### src/rtl/insn_enc_loader.sv
// insn_enc_loader: encodes symbolic PU instructions into 16-bit words and
// writes them sequentially (from address 0) into instruction memory.
// LI16 is expanded into a LIL/LIH pair.
// Optional feature: define ENC_AUTOHALT_EN to append a HALT word when fin is
// seen (TAIL state); without it fin closes the program directly.
module insn_enc_loader #(
  parameter int AW = 8
) (
  input  logic          clk,
  input  logic          rst,
  input  logic          in_valid,
  output logic          in_ready,
  input  logic [2:0]    in_kind,
  input  logic [1:0]    in_rw,
  input  logic [1:0]    in_ra,
  input  logic [1:0]    in_rb,
  input  logic [2:0]    in_op,
  input  logic [15:0]   in_imm,
  input  logic          fin,
  output logic          im_we,
  output logic [AW-1:0] im_addr,
  output logic [15:0]   im_wd,
  output logic [AW:0]   count,
  output logic          done,
  output logic          err
);

  localparam logic [AW:0] FULL = {1'b1, {AW{1'b0}}};
  localparam logic [AW:0] ONE  = {{AW{1'b0}}, 1'b1};

`ifdef ENC_AUTOHALT_EN
  typedef enum logic [1:0] {RUN, LI2, DONE, TAIL} state_t;
  localparam state_t END_ST = TAIL;
`else
  typedef enum logic [1:0] {RUN, LI2, DONE} state_t;
  localparam state_t END_ST = DONE;
`endif

  state_t        state_reg, state_next;
  logic          fin_pend_reg, fin_pend_next;
  logic [1:0]    li_rw_reg, li_rw_next;
  logic [7:0]    li_hi_reg, li_hi_next;
  logic          im_we_reg, we_next;
  logic [AW-1:0] im_addr_reg, addr_next;
  logic [15:0]   im_wd_reg, wd_next;
  logic [AW:0]   count_reg, count_next;
  logic          done_reg, done_next;
  logic          err_reg, err_next;
  logic          in_ready_reg, ready_next;
  logic          acc;
  logic          full;

  assign in_ready = in_ready_reg;
  assign im_we    = im_we_reg;
  assign im_addr  = im_addr_reg;
  assign im_wd    = im_wd_reg;
  assign count    = count_reg;
  assign done     = done_reg;
  assign err      = err_reg;

  // Next-state and next-output logic; every output is registered below.
  always_comb begin
    state_next    = state_reg;
    fin_pend_next = fin_pend_reg;
    li_rw_next    = li_rw_reg;
    li_hi_next    = li_hi_reg;
    we_next       = 1'b0;
    wd_next       = im_wd_reg;
    err_next      = err_reg;
    acc           = in_valid && in_ready_reg;
    full          = (count_reg == FULL);

    case (state_reg)
      RUN: begin
        if (full) begin
          // Memory exhausted: close with error, nothing more is written.
          err_next   = 1'b1;
          state_next = DONE;
        end else begin
          if (acc) begin
            case (in_kind)
              3'd0: begin we_next = 1'b1; wd_next = 16'h0000; end
              3'd1: begin we_next = 1'b1; wd_next = 16'h0001; end
              3'd2: begin
                we_next = 1'b1;
                wd_next = {3'b000, 1'b0, in_rw, in_ra, 1'b0, in_op, 1'b0, 1'b1, in_rb};
              end
              3'd3: begin
                if (in_op[2:1] != 2'b00) begin
                  err_next = 1'b1;
                end else begin
                  we_next = 1'b1;
                  wd_next = {3'b001, in_op[0], in_rw, in_ra, in_imm[7:0]};
                end
              end
              3'd4: begin we_next = 1'b1; wd_next = {4'b0100, in_rw, in_ra, in_imm[7:0]}; end
              3'd5: begin we_next = 1'b1; wd_next = {4'b0101, in_rw, in_ra, in_imm[7:0]}; end
              3'd6: begin
                // LI16: low half now, high half latched for the LI2 cycle.
                we_next       = 1'b1;
                wd_next       = {4'b0100, in_rw, in_rw, in_imm[7:0]};
                li_rw_next    = in_rw;
                li_hi_next    = in_imm[15:8];
                fin_pend_next = fin;
                state_next    = LI2;
              end
              default: err_next = 1'b1;
            endcase
          end
          // fin is honoured after any same-cycle instruction (deferred for LI16).
          if (fin && state_next == RUN) state_next = END_ST;
        end
      end
      LI2: begin
        fin_pend_next = 1'b0;
        if (full) begin
          // Only one free word was left for the pair: LIH is dropped.
          err_next   = 1'b1;
          state_next = DONE;
        end else begin
          we_next    = 1'b1;
          wd_next    = {4'b0101, li_rw_reg, li_rw_reg, li_hi_reg};
          state_next = (fin_pend_reg || fin) ? END_ST : RUN;
        end
      end
`ifdef ENC_AUTOHALT_EN
      TAIL: begin
        if (full) begin
          err_next = 1'b1;
        end else begin
          we_next = 1'b1;
          wd_next = 16'h0001;
        end
        state_next = DONE;
      end
`endif
      DONE: begin
      end
      default: state_next = RUN;
    endcase

    count_next = we_next ? (count_reg + ONE) : count_reg;
    // While idle the address shows the next slot, saturating at the top.
    addr_next  = we_next ? count_reg[AW-1:0] : (full ? {AW{1'b1}} : count_reg[AW-1:0]);
    done_next  = (state_next == DONE);
    ready_next = (state_next == RUN) && (count_next != FULL);
  end

  // State and output registers.
  always_ff @(posedge clk or posedge rst) begin
    if (rst) begin
      state_reg    <= RUN;
      fin_pend_reg <= 1'b0;
      li_rw_reg    <= 2'b00;
      li_hi_reg    <= 8'h00;
      im_we_reg    <= 1'b0;
      im_addr_reg  <= {AW{1'b0}};
      im_wd_reg    <= 16'h0000;
      count_reg    <= {(AW+1){1'b0}};
      done_reg     <= 1'b0;
      err_reg      <= 1'b0;
      in_ready_reg <= 1'b1;
    end else begin
      state_reg    <= state_next;
      fin_pend_reg <= fin_pend_next;
      li_rw_reg    <= li_rw_next;
      li_hi_reg    <= li_hi_next;
      im_we_reg    <= we_next;
      im_addr_reg  <= addr_next;
      im_wd_reg    <= wd_next;
      count_reg    <= count_next;
      done_reg     <= done_next;
      err_reg      <= err_next;
      in_ready_reg <= ready_next;
    end
  end

endmodule

### config.mk
export PLATFORM = sky130hd
export DESIGN_NAME = insn_enc_loader
export DESIGN_NICKNAME = d
export VERILOG_FILES = /design/src/rtl/insn_enc_loader.sv
export SDC_FILE = /design/constraint.sdc
export NUM_CORES = 1
export LEC_CHECK = 0
export ABC_AREA = 1
export CAP_MARGIN = 10
export CORE_MARGIN = 5
export CORE_UTILIZATION = 40
export DETAILED_ROUTE_END_ITERATION = 10
export GPL_TIMING_DRIVEN = 0
export PLACE_DENSITY_LB_ADDON = 0.25
export SYNTH_ARGS = -nofsm -noshare
export SYNTH_HDL_FRONTEND = slang
export SYNTH_SLANG_ARGS = --single-unit
### constraint.sdc
create_clock -name clk -period 2.4 [get_ports clk]
set_input_delay 0.6 -clock clk [delete_from_list [all_inputs] [get_ports clk]]
set_output_delay 0.6 -clock clk [all_outputs]
set_load 0.1 [all_outputs]
[Word level (Yosys, flattened, before mapping)]
Cells that the tools add are included.
Cells by class
  eq/ne operators: 21
  reductions and logical operators: 15
  bitwise logic cells: 1
  add/subtract/negate cells: 1
  muxes and demuxes: 34
Operators by type and width (count)
  16-bit case mux with 7 select lines: 1
  16-bit 2-to-1 mux: 4
  16-bit case mux with 2 select lines: 1
  2-bit 2-to-1 mux: 8
  8-bit 2-to-1 mux: 2
  1-bit 2-to-1 mux: 11
  1-bit case mux with 2 select lines: 5
  9-bit by 1-bit adder with 9-bit output (second input constant): 1
  3-bit equality test (second input constant): 3
  9-bit equality test (second input constant): 1
  9-bit 2-to-1 mux: 1
  3-bit inequality test (second input constant): 3
  9-bit inequality test (second input constant): 1
  2-bit inequality test (second input constant): 4
  8-bit by 1-bit inequality test with 1-bit output (second input constant): 1
  4-bit AND reduction: 2
  3-bit by 2-bit equality test with 1-bit output (second input constant): 2
  2-bit zero test: 3
  2-bit case mux with 3 select lines: 1
  6-bit AND reduction: 1
  6-bit OR reduction: 1
  5-bit AND reduction: 1
  2-bit equality test (second input constant): 2
  4-bit inequality test (second input constant): 1
  other kinds (8): 11
Word-level totals
  input bits: 32
  register bits after elaboration: 50
  logic and storage cells: 83
  output and inout bits: 37

[Longest topological paths before layout]
  depth after elaboration: 12
  mapped depth: 15
  gate-level depth less buffers: 14

[Worst setup path before layout]
Ideal clock, no wire load.
  path type: register to register
  from: register count_reg[0] (netlist: count[0])
  to: register in_ready_reg (netlist: in_ready)
  data required time: 2.318 ns
  period minus slack after synthesis: 2.532 ns
  setup time: 0.082 ns
  path buffers: 1
  slack: -0.132 ns
  data arrival time: 2.450 ns
  stages on the path, launching flop included: 16
  path through: dfrtp_1 -> inv_1 -> ha_1 -> nand2_1 -> inv_1 -> nand2_1 -> nor2_2 -> a21oi_4 -> nand2_4 -> buf_8 -> nand2_1 -> nand2_2 -> nor2_2 -> nand2_1 -> nor2_1 -> a21oi_1
On the way
  word-level cells in the longest chain between the ends: 6
  elaborated cells between the ends (all ways): 12
  those cells by class: 1 x add/sub; 2 x eq/ne; 7 x mux; 2 x reduce/logical
RTL lines
  start, declared: line 46  | logic [AW:0] count_reg, count_next;
  start signal, assigned: line 159  | count_reg <= {(AW+1){1'b0}};
  start signal, assigned: line 171  | count_reg <= count_next;
  branches (longest 3 deep; another with 9-bit by 1-bit adder with 9-bit output)
  9-bit 2-to-1 mux *: line 142  | count_next = we_next ? (count_reg + ONE) : count_reg;
  named net count_next[3]: line 46
  9-bit inequality test *: line 146  | ready_next = (state_next == RUN) && (count_next != FULL);
  1-bit logical AND *: line 146
  named net ready_next: line 49  | logic in_ready_reg, ready_next;
  end signal, assigned: line 174  | in_ready_reg <= ready_next;
  end, declared: line 49
Mark *: on every way through the listed nets, which the timed path passes.
A chain may end at the register's enable or synchronous reset.

[Final worst setup path]
  from: register im_addr_reg[7] (netlist: im_addr[7])
  to: output im_addr[7]
RTL lines
  start, declared: line 44  | logic [AW-1:0] im_addr_reg, addr_next;
  start signal, assigned: line 157  | im_addr_reg <= {AW{1'b0}};
  start signal, assigned: line 169  | im_addr_reg <= addr_next;
  end, declared: line 21  | output logic [AW-1:0] im_addr,
No word-level cell between the ends.

==> impl_metrics.env <==
export IMPL_cell_leakage_power_nw=1.904
export IMPL_dr_wl_met3_um=360
export IMPL_detail_route_first_pass_iterations=4
export IMPL_min_period_ns=2.360
export IMPL_ys_dominant_reg_cell="dfrtp_1"
export IMPL_largest_register_ffs=15
export IMPL_highest_layer="met4"
export IMPL_design_final_nets=398
export IMPL_wirelength_met1_um=2738
export IMPL_core_rowCount=28
export IMPL_syn2layout_area_growth_pct=38.41
export IMPL_drv_max_cap_violation_count=0
export IMPL_synth_edf_count=0
export IMPL_cts_path_max_buffers=2
export IMPL_start_util_pct=40.59
export IMPL_hold_buffers=0
export IMPL_syn_nets=323
export IMPL_sort_of_element_at_the_end_of_the_critical_path="primary output"
export IMPL_crit_reg2reg_launch="count[0]$_DFF_PP0_"
export IMPL_floorplan_io_pins=69
export IMPL_io_buffer_count=67
export IMPL_worst_r2r_cell_count=10
export IMPL_synth_adder_area_share_pct=1.054
export IMPL_critical_path_cell_chain="clkdlybuf4s50_1"
export IMPL_cp_data_required_time_ns=1.80
export IMPL_tritoncts="done"
export IMPL_startpoint_type="flop"
export IMPL_timing_critical_path_slowest_stage_cell="clkdlybuf4s50_1"
export IMPL_clock_latency_ns=0.30
export IMPL_place_worst_setup_slack_ns=-0.1266
export IMPL_grt_pass1_wl_um=10120
export IMPL_n_fill_cell=530
export IMPL_run_status="completed"
export IMPL_criticalPathCategory="flop to primary output"
export IMPL_fin_setup_tns_ns=0
export IMPL_power_ir_vdd_worst_uv=281.0
export IMPL_routed_wire_length_um=6176
export IMPL_die_height_um=87.05
export IMPL_cts_root_buf="clkbuf_8"
export IMPL_final_setup_worst_slack_ns=0.04026
export IMPL_worst_ep_arrival_time_ns=1.76
export IMPL_synthDistinctLibCells=36
export IMPL_postSynthCellCount=289
export IMPL_antenna_found_initial=0
export IMPL_power_per_cell_area_mw_per_mm2=485.2
export IMPL_routed_wl_met2_um=2972
export IMPL_dr_total_vias=2177
export IMPL_hold_viol_final=0
export IMPL_fin_cells=440
export IMPL_cts_made_buffers=5
export IMPL_worst_r2r_setup_slack_ns=0.27
export IMPL_timing_fmax_mhz=423.8
export IMPL_finalCritPeriodShare_pct=98.32
export IMPL_fraction_of_the_mapped_netlist_area_in_simple_logic_gates_pct=26.87
export IMPL_initialDrtViolationCount=122
export IMPL_vias_per_cell=4.948
export IMPL_grt_max_degree=33
export IMPL_horizontal_die_dimension_um=87.05
export IMPL_max_slew_worst_pin_slew_ns=0.9815
export IMPL_routedWlPerCell_um=14.04
export IMPL_grt_setup_unrepaired="no"
export IMPL_place_detailed_instances=432
export IMPL_synth_yosys_seq_area_share_pct=51.69
export IMPL_cts_clk_slew_worst_paths_ns=0.09
export IMPL_groute_usage_overall_pct=17.06
export IMPL_synth_compound_gate_area_share_pct=11.06
export IMPL_ctsResizeCount=22
export IMPL_layout_cells_most_common="nand2_1"
export IMPL_synthXorXnorAreaFrac_pct=1.844
export IMPL_cts_setup_buffers=0
export IMPL_most_frequent_cells_in_the_layout="84 x nand2_1, 46 x dfrtp_1, 34 x clkdlybuf4s50_1"
export IMPL_worst_hold_path_num_cells=2
export IMPL_gp_routability_congestion=0.8612
export IMPL_critical_path_max_stage_delay_ns=1.13
export IMPL_via_count_of_the_first_global_routing_pass=2104
export IMPL_hold_end="li_hi_reg[2]$_DFFE_PP0P_"
export IMPL_report_final_setup_viol=0
export IMPL_setup_skew_ns=0.003413
export IMPL_worstHoldPathType="flop to flop"
export IMPL_muxShareOfSynthArea_pct=0
export IMPL_postLayoutCoreUtil_pct=56.18
export IMPL_average_cell_area_after_synthesis_sq_um=8.217
export IMPL_cp_max_fo=1
export IMPL_die_area_sq_mm=0.007578
export IMPL_holdCritStartpoint="li_hi_reg[2]$_DFFE_PP0P_"
export IMPL_clock_sinks=49
export IMPL_critical_path_buf_inv_count=1
export IMPL_dominant_combinational_cell_family_by_area_after_synthesis="simple AND/OR/NAND/NOR gates"
export IMPL_clock_tree_htree_level_count=2
export IMPL_ys_warn_count=0
export IMPL_synth_cell_area_sq_mm=0.002375
export IMPL_core_sq_mm=0.005851
export IMPL_antenna_cell_count=0
export IMPL_postSynth_asyncResetShare_pct=100.0
export IMPL_finalMaxSlewViolations=0
export IMPL_dpl_hpwl_um=4626
export IMPL_post_route_cells_drive_above_1_share_pct=8.493
export IMPL_cpLargestDelayFamily="buffers and inverters"
export IMPL_drcViolationCount=0
export IMPL_reg2reg_to="li_rw_reg[1]$_DFFE_PP0P_"
export IMPL_gr_total_overflow=0
export IMPL_relative_slew_margins_pct=34.46
export IMPL_synth_seq_cells=49
export IMPL_detail_route_antenna_nets=0
-- worst register-to-register path: stages (launching register included) --
cell	delay [ns]
dfrtp_2	0.45
inv_1	0.13
ha_1	0.16
nand2_1	0.07
inv_1	0.06
nand2_1	0.05
nor2_2	0.23
nor2_1	0.10
nand3_1	0.19
clkbuf_1	0.43
o21ai_0	0.15
-- where the power goes --
part,switching (mW),total (mW),internal [mW]
Clock,0.278,0.617,0.339
Sequential,0.00120,0.829,0.827
Combinational,0.0823,0.149,0.0665
-- worst max-delay path by stage --
stage | from | endpoint | depth (start not counted)
2_1_floorplan | count[7]$_DFF_PP0_ | in_ready$_DFF_PP1_ | 14
3_3_place_gp | rst | count[0]$_DFF_PP0_ | 2
3_5_place_dp | in_kind[2] | li_hi_reg[7]$_DFFE_PP0P_ | 7
4_1_cts | im_wd[11]$_DFFE_PP0P_ | im_wd[11] | 1
5_1_grt | im_addr[0]$_DFF_PP0_ | im_addr[0] | 1
6_report | im_addr[7]$_DFF_PP0_ | im_addr[7] | 1
-- metrics by stage --
step	total power [mW]	hold WS (ns)	cell area [sq um]
CTS	1.609	0.4902	3254
global route	1.655	0.5173	3287
detailed placement	0.9954	0.4661	3162
finish	1.595	0.4833	3287
global placement	0.9908	0.4629	3142
floorplan	0.9177	0.4491	2377
-- per-layer routing --
| metal | vias up | global-route usage (%) |
|---|---|---|
| met5 | - | 0 |
| met2 | 66 | 27.33 |
| met3 | 11 | 3.217 |
| li1 | 1080 | - |
| met1 | 1020 | 23.13 |
| met4 | 0 | 5.807 |
-- kinds of logic after synthesis --
group	count (synthesis)
adder cells (fa/ha/maj)	2
XOR/XNOR	5
buffers and inverters	40
other	1
flip-flops	49
AND/OR/NAND/NOR	150
AO/OA/AOI/OAI	42
-- synth_stat cells (2+ instances only) --
cell      instances  area (sq um)
nand2_1          84         315.3
nand3_1          19         95.09
nor2_1           33         123.9
dfrtp_1          48          1201
nand2_2           2         12.51
inv_1            31         116.4
a31oi_1           4         25.02
xor2_1            5         43.79
a211oi_1          2         15.01
nor2_2            2         12.51
a21oi_1          19         95.09
inv_2             2         7.510
nand2_4           4         45.04
o21ai_0           5         25.02
clkbuf_1          3         11.26
o22ai_1           2         12.51
ha_1              2         25.02
nor3_1            3         15.01
a22o_1            2         17.52
-- cell type report --
class | count | area (sq um) | area share (%)
multi-input combinational | 200 | 978.4 | 29.77
clock buffer | 6 | 82.58 | 2.512
clock inverter | 2 | 37.54 | 1.142
timing repair buffer | 68 | 690.7 | 21.01
tap | 75 | 93.84 | 2.855
buffer | 7 | 50.05 | 1.523
sequential | 49 | 1230 | 37.42
inverter | 33 | 123.9 | 3.769
Power figures use the tool's default switching activity.
